## config.mk

```make
export PLATFORM = sky130hd
export DESIGN_NAME = par2ser_multi
export DESIGN_NICKNAME = d
export VERILOG_FILES = /design/src/rtl/par2ser_multi.sv
export SDC_FILE = /design/constraint.sdc
export NUM_CORES = 1
export LEC_CHECK = 0
export ABC_CLOCK_PERIOD_IN_PS = 1300
export CORE_ASPECT_RATIO = 0.75
export CORE_UTILIZATION = 36
export DETAILED_ROUTE_END_ITERATION = 7
export HOLD_SLACK_MARGIN = 0.02
export PLACE_DENSITY_LB_ADDON = 0.25
export SYNTH_ARGS = -nofsm -noshare
export SYNTH_HDL_FRONTEND = slang
export SYNTH_SLANG_ARGS = --single-unit
```

## constraint.sdc

```tcl
create_clock -name clk -period 1.3 [get_ports clk]
set_clock_uncertainty 0.05 [all_clocks]
set_input_delay 0.26 -clock clk [delete_from_list [all_inputs] [get_ports clk]]
set_output_delay 0.26 -clock clk [all_outputs]
set_load 0.01 [all_outputs]
```

## src/rtl/par2ser_multi.sv

```systemverilog
// Parallel-to-serial width converter: takes one block of RATIO words and offers
// them one word per transfer, with lane index and last-word flag, MSW or LSW first.
module par2ser_multi #(
  parameter int DWIDTH     = 16,
  parameter int RATIO      = 2,
  parameter int RATIO_LOG  = 1,
  parameter int WORD_ORDER = 0
) (
  input  logic                       clk,
  input  logic                       rst,
  output logic                       in_req,
  input  logic                       in_ack,
  input  logic [DWIDTH*RATIO-1:0]    in_data,
  output logic                       out_req,
  input  logic                       out_ack,
  output logic [DWIDTH-1:0]          out_data,
  output logic [RATIO_LOG-1:0]       out_idx,
  output logic                       out_last
);

  localparam int BW = DWIDTH * RATIO;
  localparam logic [RATIO_LOG-1:0] LAST_IDX = RATIO_LOG'(RATIO - 1);

  typedef enum logic {S_FILL, S_DRAIN} state_t;

  state_t                 state_q, state_d;
  logic [RATIO_LOG-1:0]   cnt_q, cnt_d;
  logic [BW-1:0]          buf_q, buf_d;
  logic [DWIDTH-1:0]      data_d;
  logic [RATIO_LOG-1:0]   idx_d;
  logic                   last_d;
  logic                   in_req_d, out_req_d;
  logic                   in_xfer, out_xfer;

  // Word 0 of the block is the most-significant slice; WORD_ORDER=1 walks from the bottom.
  function automatic logic [DWIDTH-1:0] word_sel(input logic [BW-1:0] blk, input int k);
    int pos;
    pos = (WORD_ORDER == 0) ? k : (RATIO - 1 - k);
    return blk[(RATIO - 1 - pos) * DWIDTH +: DWIDTH];
  endfunction

  always_comb begin
    state_d  = state_q;
    cnt_d    = cnt_q;
    buf_d    = buf_q;
    data_d   = out_data;
    idx_d    = out_idx;
    last_d   = out_last;
    in_xfer  = in_req && in_ack;
    out_xfer = out_req && out_ack;

    case (state_q)
      S_FILL: begin
        if (in_xfer) begin
          buf_d   = in_data;
          cnt_d   = '0;
          data_d  = word_sel(in_data, 0);
          idx_d   = '0;
          last_d  = (LAST_IDX == '0);
          state_d = S_DRAIN;
        end
      end
      S_DRAIN: begin
        if (out_xfer) begin
          if (cnt_q == LAST_IDX) begin
            state_d = S_FILL;
          end else begin
            cnt_d  = cnt_q + RATIO_LOG'(1);
            data_d = word_sel(buf_q, int'(cnt_q) + 1);
            idx_d  = cnt_q + RATIO_LOG'(1);
            last_d = ((cnt_q + RATIO_LOG'(1)) == LAST_IDX);
          end
        end
      end
      default: state_d = S_FILL;
    endcase

    // Handshake outputs follow the next state so they come straight out of flops.
    in_req_d  = (state_d == S_FILL);
    out_req_d = (state_d == S_DRAIN);
  end

  // Reset releases in FILL with in_req low; in_req rises one edge later.
  always_ff @(posedge clk) begin
    if (rst) begin
      state_q  <= S_FILL;
      cnt_q    <= '0;
      buf_q    <= '0;
      in_req   <= 1'b0;
      out_req  <= 1'b0;
      out_data <= '0;
      out_idx  <= '0;
      out_last <= 1'b0;
    end else begin
      state_q  <= state_d;
      cnt_q    <= cnt_d;
      buf_q    <= buf_d;
      in_req   <= in_req_d;
      out_req  <= out_req_d;
      out_data <= data_d;
      out_idx  <= idx_d;
      out_last <= last_d;
    end
  end

endmodule

```

==> results of run 1 <==
layer usage:
metal | track usage (%) | wire length, um | part of all wire (%) | vias up
met1 | 24.1 | 1850 | 49 | 614
met4 | 9.52 | 97 | 2.6 | 0
met3 | 4.77 | 189 | 5.0 | 11
li1 | - | - | - | 677
met5 | 0 | 0 | 0 | -
met2 | 28.7 | 1660 | 44 | 40
what timing repair did:
item	CTS	global route
cloned	0	1
setup endpoints to repair	37	3
gates resized for setup	22	4
pin swaps	0	3
buffers inserted	0	1
flip-flops by register name, summed over array words and instances (netlist names):
signal and count:
cnt_q 1, out_data 16, state_q 1, buf_q 16, in_req 1, out_last 1
synth_stat cells:
cell      number
a211oi_2       1
a21oi_1       34
and2_1         1
and3b_1        1
buf_2          3
buf_4          2
buf_6          5
buf_8          1
clkbuf_1       3
clkbuf_2       1
dfxtp_1       36
nand2_1       34
nand2_4        1
nand3b_1       1
nand3b_4       1
nor2_1        18
o21ai_0        1
o221a_1        9
o221a_2        6
o221a_4        1
through the flow:
step	cells	power [mW]	cell area [um^2]	setup TNS (ns)
6_report	272	2.52	2180	0
5_1_grt	272	2.63	2180	0
4_1_cts	270	2.53	2150	0
3_5_place_dp	263	1.83	2090	-9.36
3_3_place_gp	263	1.82	2090	-8.30
2_1_floorplan	160	1.53	1460	0
path summary, 6_finish.rpt:
kind	endpoint	slack [ns]	cells past startpoint
min	in_req	0.38	4
max reg2reg	out_data[12]	0.08	3
min reg2reg	buf_q[7]	0.41	2
max	out_data[7]	0.05	1
area by class of cell:
class                      count  area (um^2)  area share, %
sequential                    36          722           33.1
clock inverter                 1         5.00          0.230
timing repair buffer          67          672           30.8
clock buffer                   6         72.6           3.33
multi-input combinational    110          642           29.5
tap                           52         65.1           2.99
cells in the final DEF, fill, tap and decap left out, types with 2 or more instances in the layout:
master,Yosys,layout
o221a_1,9,9
o221a_2,6,5
nor2_1,18,18
a21oi_1,34,34
nand2_1,34,34
buf_4,2,8
clkbuf_8,0,5
clkdlybuf4s50_1,0,33
dlymetal6s2s_1,0,2
dfxtp_1,36,35
o221a_4,1,2
dlygate4sd2_1,0,19
buf_12,0,4
power groups by stage:
stage                     Sequential, mW  Combinational (mW)  Clock, mW
after CTS                           1.25               0.525      0.760
after detailed placement            1.27               0.562          0
after global placement              1.27               0.554          0
final                               1.25               0.533      0.741
after floorplan                     1.29               0.241          0
after global routing                1.26               0.582      0.793
logic make-up after synthesis:
kind of cell    Yosys count  share of synthesized area [%]
compound gates           52                           25.7
buf+inv                  15                           8.03
flops                    36                           49.2
simple gates             57                           17.0
==> results.sh, run 1 <==
export IMPL_critical_path_top_delay_family="flip-flops"
export IMPL_min_period_ns=1.25
export IMPL_reg2reg_from="cnt_q"
export IMPL_setup_viol_count_final=0
export IMPL_drtPass1Iterations=4
export IMPL_path_buf_inv=1
export IMPL_drive_above_1_share_pct=14.1
export IMPL_grt_setup_unrepaired="no"
export IMPL_h_tree_depth=2
export IMPL_p_clk_share_pct=29.4
export IMPL_wire_per_inst_um=13.9
export IMPL_syn_nets=196
export IMPL_cts_made_buffers=5
export IMPL_fp_dieArea_mm2=0.00433
export IMPL_arrival_ns=0.94
export IMPL_grt_max_degree=24
export IMPL_areaGrowthSynthToFinish_pct=48.8
export IMPL_grt_pass1_wl_um=5910
export IMPL_synth_area_leaders="dfxtp_1 (49%), a21oi_1 (12%), nand2_1 (8.7%), o221a_1 (6.9%), nor2_1 (4.6%)"
export IMPL_worstPathCellList="dlygate4sd2_1"
export IMPL_comb_power_share_pct=21.1
export IMPL_critPathLaunch="out_data[7]"
export IMPL_cts_num_sinks=36
export IMPL_drtAntennaViolNets=0
export IMPL_min_delay_start="out_ack"
export IMPL_timing_hold_ws_ns=0.382
export IMPL_dp_final_hpwl_um=2720
export IMPL_finalHoldViolations=0
export IMPL_fin_ws_ns=0.0549
export IMPL_pin_count=56
export IMPL_place_ws_ns=-0.421
export IMPL_syn_cell_area_mm2=0.00146
export IMPL_cts_hold_buf=0
export IMPL_grt_util_all_layers_pct=18.7
export IMPL_drc=0
export IMPL_clkTransAtPathRegs_ns=0.07
export IMPL_switching_share_pct=26.3
export IMPL_cp_end_kind="output pin"
export IMPL_maxCapViolCount=0
export IMPL_routabilityCongestion=0.781
export IMPL_synth_top_cell_area_share_pct=49.2
export IMPL_p_seq_share_pct=49.4
export IMPL_fp_dieW_um=75.6
export IMPL_cellPowerDensity_mw_per_mm2=1160
export IMPL_yosys_area_top_type="dfxtp_1"
export IMPL_drt_initial_drc_count=66
export IMPL_critPathSlowestCell="dfxtp_1"
export IMPL_yosysSeqAreaShare_pct=49.2
export IMPL_rows=19
export IMPL_status="finished, final reports clean"
export IMPL_cts_root_buf="clkbuf_8"
export IMPL_nNetsFinal=256
export IMPL_antenna_cells=0
export IMPL_max_freq_mhz=803
export IMPL_initial_core_util_pct=38.7
export IMPL_syn_area_per_cell_um2=9.15
export IMPL_slew_viol_final=0
export IMPL_ys_ff_latch=36
export IMPL_grt_pass1_vias=1337
export IMPL_coreArea_mm2=0.00378
export IMPL_p_int_mw=1.86
export IMPL_antenna_found_initial=0
export IMPL_hold_path_class="in -> reg"
export IMPL_clockBufferDepth=2
export IMPL_grt_remaining_overflow=0
export IMPL_numPortBuffers=55
export IMPL_setup_worst_path_class="reg -> out"
export IMPL_worstPathRequired_ns=0.99
export IMPL_vdd_drop_max_v=0.000635
export IMPL_worstPathMaxFanout=2
export IMPL_post_route_period_util_pct=95.8
export IMPL_wirelength_um=3790
export IMPL_p_leak_nw=0.911
export IMPL_yosysWarnings=0
export IMPL_dr_total_vias=1342
export IMPL_cts_tree="yes"
export IMPL_final_core_util_pct=57.6
export IMPL_synthCells=160
export IMPL_critPathLaunchType="flop"
export IMPL_nFillCells=355
export IMPL_p_switching_mw=0.662
export IMPL_die_y_um=57.2
export IMPL_routed_via_density=4.93
export IMPL_cpPeakStageDelay_ns=0.35
export IMPL_slew_headroom_pct=79.3
export IMPL_clkLatencyLatePin_ns=0.29
export IMPL_synth_cell_type_count=20
export IMPL_tightest_slew_ns=0.311
Power figures use the tool's default switching activity.
==> run 2: changes to the inputs <==
CORE_MARGIN = 3   (was unset)
==> run 2 against run 1 <==
Against the previous run: register-to-register slack about the same; via count increased by 0.89%; global-route usage decreased by 2.0 points; largest power group unchanged.
==> results.sh, run 2 (same netlist as run 1, synthesis figures left out) <==
export IMPL_dr_total_vias=1354
export IMPL_grt_util_all_layers_pct=16.6
export IMPL_place_inst=263
export IMPL_clockBufferDepth=2
export IMPL_final_cell_mix="dfxtp_1 (35), clkdlybuf4s50_1 (35), nand2_1 (34), a21oi_1 (34), dlygate4sd2_1 (19)"
export IMPL_cts_num_sinks=36
export IMPL_coreArea_mm2=0.00378
export IMPL_worstPathMaxFanout=8
export IMPL_routed_via_density=4.94
export IMPL_drt_initial_drc_count=118
export IMPL_rows=19
export IMPL_cpPeakStageDelay_ns=0.41
export IMPL_routabilityCongestion=0.752
export IMPL_instances_no_fill=274
export IMPL_clkTransAtPathRegs_ns=0.07
export IMPL_dp_final_hpwl_um=2840
export IMPL_wirelength_um=3960
export IMPL_worstPathCellList="clkdlybuf4s50_1 -> buf_4 -> nand3b_1 -> buf_6 -> nand2_4 -> o221a_4"
export IMPL_antenna_cells=0
export IMPL_nNetsFinal=258
export IMPL_maxCapViolCount=0
export IMPL_hold_path_class="reg -> reg"
export IMPL_grt_remaining_overflow=0
export IMPL_fp_dieArea_mm2=0.00488
export IMPL_drtPass1Iterations=4
export IMPL_arrival_ns=1.40
export IMPL_slew_headroom_pct=79.6
export IMPL_setup_viol_count_final=0
export IMPL_grt_max_degree=18
export IMPL_setup_worst_path_class="in -> reg"
export IMPL_drc=0
export IMPL_drive_above_1_share_pct=15.3
export IMPL_areaGrowthSynthToFinish_pct=50.5
export IMPL_r2r_slack_ns=0.08
export IMPL_fp_dieW_um=79.6
export IMPL_grt_pass1_vias=1317
export IMPL_cellPowerDensity_mw_per_mm2=1200
export IMPL_clkLatencyLatePin_ns=0.28
export IMPL_initial_core_util_pct=38.7
export IMPL_drtAntennaViolNets=0
export IMPL_path_buf_inv=3
export IMPL_vdd_drop_max_v=0.000712
export IMPL_cts_root_buf="clkbuf_8"
export IMPL_finalHoldViolations=0
export IMPL_critical_path_top_delay_family="buffers and inverters"
export IMPL_slew_viol_final=0
export IMPL_worstPathRequired_ns=1.43
export IMPL_max_freq_mhz=790
export IMPL_reg_top3="buf_q (16), out_data (16)"
export IMPL_wire_per_inst_um=14.4
export IMPL_p_leak_nw=0.907
export IMPL_cp_end_kind="flop"
export IMPL_power_total_mw=2.64
export IMPL_critPathSlowestCell="clkdlybuf4s50_1"
export IMPL_place_ws_ns=-0.415
export IMPL_critPathLaunchType="input pin"
export IMPL_antenna_found_initial=0
export IMPL_h_tree_depth=2
export IMPL_status="finished, final reports clean"
export IMPL_pin_count=56
export IMPL_nFillCells=336
export IMPL_cts_tree="yes"
export IMPL_min_period_ns=1.27
export IMPL_grt_pass1_wl_um=6090
export IMPL_numPortBuffers=55
export IMPL_tightest_slew_ns=0.305
export IMPL_die_y_um=61.2
export IMPL_fin_ws_ns=0.0335
export IMPL_grt_setup_unrepaired="yes"
export IMPL_post_route_period_util_pct=97.4
export IMPL_cts_made_buffers=5
-- run 2: area by class of cell --
type / instances / area, um^2 / share of cell area [%]
Tap cell: 52 / 65.1 / 2.95
Multi-Input combinational cell: 110 / 647 / 29.4
Clock buffer: 7 / 96.3 / 4.37
Sequential cell: 36 / 722 / 32.8
Timing Repair Buffer: 69 / 673 / 30.6
-- run 2: final timing paths --
path                            depth (start not counted)      start           end
worst max-delay path                                    6    out_ack  out_data[13]
worst min-delay path                                    2  buf_q[10]     buf_q[10]
worst max register to register                          4    state_q  out_data[11]
worst min register to register                          2  buf_q[10]     buf_q[10]
-- run 2: power breakdown --
group / switching [mW] / internal, mW
logic: 0.239 / 0.305
clock network: 0.378 / 0.472
registers: 0.0494 / 1.19
-- run 2: worst min-delay path, stage by stage (launching register included) --
cell and delay [ns]:
dfxtp_1 0.31, nand2_1 0.05, a21oi_1 0.05
-- run 2: repair_timing --
item	4_1_cts	5_1_grt
resized for setup	22	4
setup buffers	0	3
setup endpoints to repair	37	17
pin swaps	0	2
cloned	0	1
hold buffers	0	0
-- run 2: layer usage --
layer | GRT usage (%) | routed length [um]
met1 | 19.3 | 1770
met5 | 0 | 0
met2 | 28.5 | 1850
met3 | 5.99 | 278
met4 | 6.62 | 57
-- run 2: stage by stage --
stage / hold slack (ns) / instance area [um^2] / TNS, ns / utilization (%)
2_1_floorplan: 0.346 / 1460 / 0 / -
3_3_place_gp: 0.393 / 2080 / -8.16 / 55.1
3_5_place_dp: 0.397 / 2080 / -9.18 / 55.1
4_1_cts: 0.407 / 2160 / 0 / 57.0
5_1_grt: 0.429 / 2200 / -0.179 / 58.3
6_report: 0.406 / 2200 / 0 / 58.3
==> run 3: changes to the inputs <==
CAP_MARGIN = 15   (was unset)
==> results of run 3 <==
Same layout as run 2: the final DEF is identical, and so are final timing and power.
